--- config.mk ---
export PLATFORM = sky130hd
export DESIGN_NAME = feature_buf_ctrl
export DESIGN_NICKNAME = d
export VERILOG_FILES = /design/src/rtl/feature_buf_ctrl.sv
export SDC_FILE = /design/constraint.sdc
export NUM_CORES = 1
export LEC_CHECK = 0
export CORE_ASPECT_RATIO = 1.75
export CORE_UTILIZATION = 31
export CTS_BUF_LIST = sky130_fd_sc_hd__clkbuf_4
export DETAILED_ROUTE_END_ITERATION = 8
export GPL_TIMING_DRIVEN = 0
export SYNTH_ARGS = -nofsm -noshare
export SYNTH_HDL_FRONTEND = slang
export SYNTH_SLANG_ARGS = --single-unit
--- constraint.sdc ---
create_clock -name clock -period 3.28 [get_ports clock]
set_clock_uncertainty 0.05 [all_clocks]
set_input_delay 0.492 -clock clock [delete_from_list [all_inputs] [get_ports clock]]
set_output_delay 0.492 -clock clock [all_outputs]
set_load 0.01 [all_outputs]
--- src/rtl/feature_buf_ctrl.sv ---
// Feature-map buffer controller: fills one frame of pixels from a producer,
// then serves random-access reads to a consumer until it releases the frame.
module feature_buf_ctrl #(
  parameter int DATA_WIDTH      = 16,
  parameter int POOL_ADDR_WIDTH = 10,
  parameter int NUM_PIXELS      = 784
) (
  input  logic                       clock,
  input  logic                       reset,
  input  logic                       layer_start,
  input  logic                       wr_req,
  input  logic [POOL_ADDR_WIDTH-1:0] wr_addr,
  input  logic [DATA_WIDTH-1:0]      wr_data,
  input  logic                       rd_req,
  input  logic [POOL_ADDR_WIDTH-1:0] rd_addr,
  input  logic                       rd_release,
  output logic                       conv_start,
  output logic                       conv_done,
  output logic [POOL_ADDR_WIDTH-1:0] address_a_t,
  output logic [DATA_WIDTH-1:0]      data_a,
  output logic                       wren_a,
  output logic                       rden_a,
  output logic                       rd_valid,
  output logic                       buf_full,
  output logic                       err
);
  // One extra counter bit so a frame of exactly 2^POOL_ADDR_WIDTH pixels fits.
  localparam int            CW   = POOL_ADDR_WIDTH + 1;
  localparam logic [CW-1:0] NPIX = CW'(NUM_PIXELS);

  typedef enum logic [1:0] {IDLE, FILL, READY} state_t;

  state_t        state, state_n;
  logic [CW-1:0] cnt, cnt_inc;
  logic          wr_in, rd_in;
  logic          wr_acc, rd_acc, cnt_clr, done_n, err_set;
  // [1] = RAM read issued (rden_a), [2] = RAM data valid one cycle later
  logic [2:1]    vld_pipe;

  assign wr_in      = ({1'b0, wr_addr} < NPIX);
  assign rd_in      = ({1'b0, rd_addr} < NPIX);
  assign cnt_inc    = cnt + CW'(1);
  assign conv_start = (state == FILL);
  assign buf_full   = (state == READY);
  assign rden_a     = vld_pipe[1];
  assign rd_valid   = vld_pipe[2];

  always_ff @(posedge clock or negedge reset) begin
    if (!reset) state <= IDLE;
    else        state <= state_n;
  end

  always_comb begin
    state_n = state;
    wr_acc  = 1'b0;
    rd_acc  = 1'b0;
    cnt_clr = 1'b0;
    done_n  = 1'b0;
    err_set = 1'b0;
    case (state)
      IDLE: begin
        if (wr_req || rd_req || rd_release) err_set = 1'b1;
        if (layer_start) begin
          state_n = FILL;
          cnt_clr = 1'b1;
        end
      end
      FILL: begin
        if (layer_start || rd_req || rd_release) err_set = 1'b1;
        if (wr_req) begin
          if (wr_in) begin
            wr_acc = 1'b1;
            if (cnt_inc == NPIX) begin
              state_n = READY;
              done_n  = 1'b1;
            end
          end else begin
            err_set = 1'b1;
          end
        end
      end
      READY: begin
        // layer_start here is always an error, so rd_release wins a tie.
        if (layer_start || wr_req) err_set = 1'b1;
        if (rd_req) begin
          if (rd_in) rd_acc  = 1'b1;
          else       err_set = 1'b1;
        end
        if (rd_release) state_n = IDLE;
      end
      default: state_n = IDLE;
    endcase
  end

  always_ff @(posedge clock or negedge reset) begin
    if (!reset) begin
      cnt         <= '0;
      address_a_t <= '0;
      data_a      <= '0;
      wren_a      <= 1'b0;
      vld_pipe    <= '0;
      conv_done   <= 1'b0;
      err         <= 1'b0;
    end else begin
      if (cnt_clr)     cnt <= '0;
      else if (wr_acc) cnt <= cnt_inc;
      if (wr_acc) begin
        address_a_t <= wr_addr;
        data_a      <= wr_data;
      end else if (rd_acc) begin
        address_a_t <= rd_addr;
      end
      wren_a    <= wr_acc;
      vld_pipe  <= {vld_pipe[1], rd_acc};
      conv_done <= done_n;
      err       <= err | err_set;
    end
  end

endmodule

Yosys cells after proc, flatten, opt, wreduce, memory -nomap -nowiden

Cells that the tools add are included.

Logic and storage cells: 59
Output and inout bits: 33
Input port bits: 42
Bits in registers: 44

Order comparisons: 2
$add $sub $neg: 1
Reductions and logical operators: 9
Muxes and demuxes: 30
Bitwise gates (word level): 1
Equal/unequal tests: 8

Operators with widths:

| cell                                                  | count |
|---|---|
| 2-to-1 mux 11 bit                                     | 2 |
| < comparator 10 bit, second input constant            | 2 |
| 2-to-1 mux 10 bit                                     | 2 |
| 2-to-1 mux 1 bit                                      | 19 |
| adder 11 x 1 -> 11 bit, second input constant         | 1 |
| equality test 11 x 10 -> 1 bit, second input constant | 1 |
| 2-to-1 mux 2 bit                                      | 5 |
| inequality test 2 bit, second input constant          | 3 |
| one-hot mux 2 bit (3 select lines)                    | 1 |
| logical OR 1 bit                                      | 5 |
| AND reduction 5 bit                                   | 1 |
| inequality test 2 x 1 -> 1 bit, second input constant | 2 |
| nonzero test 2 bit                                    | 2 |
| one-hot mux 1 bit (3 select lines)                    | 1 |
| equality test 2 x 1 -> 1 bit, second input constant   | 1 |
| equality test 2 bit, second input constant            | 1 |
| zero test 2 bit                                       | 1 |
| bitwise OR 1 bit                                      | 1 |

Depth between registers and ports, before layout

Depth in word-level cells: 7
Mapped depth: 7
Mapped depth without buffers: 6

Worst setup path before layout

No wires, ideal clock.

Kind: flip-flop to flip-flop
Start point: register cnt[0]
End point: register state[0]
Period minus slack after synthesis: 1.702 ns
Setup slack: 1.578 ns
Arrival time: 1.531 ns
Cell stages (with the launch flop): 8
Path buffers: 1
Setup time: 0.121 ns
Cells stage by stage: dfrtp_1 -> ha_1 -> buf_2 -> xnor2_1 -> o211ai_1 -> nor3_1 -> o2111ai_1 -> o22a_1

Longest elaborated chain between the ends: 4

Ends and longest elaborated chain:

| what                                     | RTL line | source |
|---|---|---|
| from (decl)                              | 34       | `logic [CW-1:0] cnt, cnt_inc;` |
| from (signal assigned)                   | 106      | `else if (wr_acc) cnt <= cnt_inc;` |
| adder 11 x 1 -> 11 bit                   | 42       | `assign cnt_inc = cnt + CW'(1);` |
| equality test 11 x 10 -> 1 bit           | 73       | `if (cnt_inc == NPIX) begin` |
| inequality test 2 x 1 -> 1 bit (no line) | -        |  |
| AND reduction 5 bit (no line)            | -        |  |
| to (signal assigned)                     | 50       | `else state <= state_n;` |
| to (decl)                                | 33       | `state_t state, state_n;` |

No other way between the ends.
A chain may end at the register's enable or synchronous reset.

Worst setup path in the final report

Start point: register state[0]
End point: output port conv_start

Longest elaborated chain between the ends: 1

Ends and longest elaborated chain:

| what                         | RTL line | source |
|---|---|---|
| equality test 2 x 1 -> 1 bit | 43       | `assign conv_start = (state == FILL);` |
| to (decl)                    | 17       | `output logic conv_start,` |

No other way between the ends.

==> metrics.md <==
| Metric | Value |
|---|---|
| Routability-driven placement congestion ratio | `0.788` |
| Pin count of the biggest net entering global routing | `28` |
| Fin nets | `367` |
| FP Rows | `39` |
| R2r worst-path depth | `7` |
| Syn Area/Cell | `8.94 sq um` |
| R2R Path Start | `cnt[0]` |
| Tightest Hold Check Type | `reg -> reg` |
| Router iterations before antenna repair | `4` |
| Grt total ovfl | `0` |
| Synth async-reset ratio | `1.00` |
| Vias per inst | `4.74` |
| Hold buffers post-CTS | `1` |
| Crit share post-route | `0.683` |
| Final-report hold violation count | `0` |
| Gate Count Post-Synth | `240` |
| Crit-path max FO | `8` |
| CTS tree | `done` |
| Final wirelength | `5470 um` |
| Layout cells sized above 1 | `0.0710` |
| Worst-Margin Slew | `473 ps` |
| Top_reg_cell synth | `dfrtp_1` |
| Post-synth top area share | `0.513` |
| Fmax achieved | `446 MHz` |
| Postcts setup bufs | `0` |
| R2r setup slk | `1410 ps` |
| Total power | `1.49 mW` |
| First-pass GRT wire length | `9160 um` |
| Die width | `64.9 um` |
| Worst-Skew Late Latency | `370 ps` |
| Starting Density | `0.326` |
| Most common cell after layout, fill and taps aside | `nand2_1` |
| Max cap viols | `0` |
| Post-Route Utilization | `0.470` |
| Detail Placement HPWL | `4250 um` |
| Area grow syn2layout | `44.3%` |
| Vias in the first global route | `1917` |
| Max Root-Sink Buffers | `2` |
| Initial antenna violation count | `0` |
| Setup violators final | `0` |
| Layout fillers | `676` |
| Core Area | `6590 sq um` |
| Die height | `112 um` |
| Sequential share of the synthesized area | `0.513` |
| Worst Setup Path Type | `reg -> out` |
| Final setup TNS | `0 ps` |
| Most frequent cells in the layout | `nand2_1 (79), clkdlybuf4s50_1 (73), dfrtp_1 (44), nor2_1 (21), o21ai_0 (12)` |
| Resized cells post-CTS | `0` |
| Top cells by area, synth | `dfrtp_1 (51%), nand2_1 (14%), nor2_1 (3.7%)` |
| Power Dens Cells | `483 nW/um^2` |
| Finished Cell Area | `3100 sq um` |
| Critical hold path startpoint | `vld_pipe[1]` |
| Leakage | `1.36 nW` |
| Reg clk slew, reported paths | `120 ps` |
| DRT iter0 DRCs | `127` |
| Post-synth top area cell | `dfrtp_1` |
| Tot GR Track Use | `0.166` |
| Ports | `75` |
| Die area | `7270 sq um` |
| Post-synth EDFFs | `0` |
| Port buffer count | `74` |
| Min-Delay Endpoint | `vld_pipe[2]` |
| H-tree depth | `2` |
| Remaining routing DRC violations | `0` |
| Arrival time of the worst setup path | `1700 ps` |
| Yosys cell types | `41` |
| Hold_ws | `346 ps` |
| Post-DP Area | `3000 sq um` |
| CTS root buffer | `clkbuf_4` |
| Crit. End Element | `output pin` |
| Synth Cell Area | `2140 sq um` |
| Hold Path Stages | `0` |
| Min Tclk post-route | `2240 ps` |
| Clock Sinks | `44` |
| Slew HR | `0.684` |
| Final Max Slew Viols | `0` |
| RR Endpoint | `state[0]` |
| Routed len/inst | `13.4 um` |
| RSZ-0062 raised after global routing | `no` |
| Critical Path RT | `2740 ps` |
| Final ANT Viol Nets | `0` |
| Post-synthesis register bit count | `44` |
| Via count | `1931` |
| Setup crit start kind | `flop` |
| Syn nets | `284` |
| Worst VDD drop | `0.201 mV` |
| Outcome | `complete, no violations` |
| Warnings, synthesis | `0` |
| Num CTS Buffers | `5` |
[flip-flops by register name (all words and copies together), names as in the netlist]
signal / flops
address_a_t: 10
cnt: 11
conv_done: 1
data_a: 16
err: 1
state: 2
vld_pipe: 2
wren_a: 1
[worst max-delay path by stage]
stage	from	endpoint	slack, ps	depth (start not counted)
global placement	reset	cnt[9]	410	1
CTS	state[0]	conv_start	990	2
finish	state[0]	conv_start	1040	2
floorplan	cnt[0]	state[0]	1580	7
global route	state[0]	conv_start	940	2
detailed placement	wr_addr[7]	address_a_t[9]	920	7
[per-layer routing]
metal,vias to the layer above,routed length (um),track usage
li1,975,-,-
met1,906,2070,0.178
met2,42,3090,0.310
met3,8,205,0.0264
met4,0,107,0.0711
met5,-,0,0
[Yosys cell counts, types with 2 or more instances]
cell type / number
a211o_1: 2
a21oi_1: 4
a31oi_1: 8
and2_1: 2
buf_2: 4
buf_6: 3
clkbuf_1: 4
dfrtp_1: 44
ha_1: 2
inv_1: 2
mux2i_1: 4
nand2_1: 79
nand2b_1: 2
nand3_1: 8
nand4_1: 3
nor2_1: 21
nor3_1: 3
o211ai_1: 2
o21ai_0: 12
o31ai_1: 2
xnor2_1: 5
xor2_1: 5
[per-stage QoR]
stage	cells	worst slack (ps)
global route	406	937
global placement	396	406
CTS	406	994
detailed placement	397	917
floorplan	240	1580
finish	407	1040
[critical path, cell delays in order (launching register included)]
cell             delay, ps
dfrtp_1                490
nor2b_1                260
clkdlybuf4s50_1        580
[report_power, final]
group | internal [mW] | switching (mW) | leakage [nW]
clock network | 0.168 | 0.178 | 0.0457
logic | 0.250 | 0.215 | 0.773
registers | 0.622 | 0.0603 | 0.546
total | 1.04 | 0.453 | 1.36
[area by class of cell]
type	count	area (sq um)	area share
well taps	82	103	0.0331
diodes	1	2.50	0.000808
plain buffers	12	76.3	0.0247
repair buffers	76	766	0.247
clock inverters	2	35.0	0.0113
flip-flops and latches	44	1100	0.356
clock buffers	6	45.0	0.0146
inverters	3	11.3	0.00364
multi-input cells	181	956	0.309
[kinds of logic (layout without fill, tap and decap cells)]
group / count (synthesis) / after routing / share of synthesized area
mux: 4 / 4 / 0.0187
buf+inv: 15 / 99 / 0.0408
xor+xnor: 10 / 10 / 0.0408
simple gates: 127 / 127 / 0.257
compound gates: 38 / 38 / 0.117
flops: 44 / 44 / 0.513
fa+ha+maj: 2 / 2 / 0.0117
other cells: 0 / 1 / 0
(Power assumes the default switching activity.)
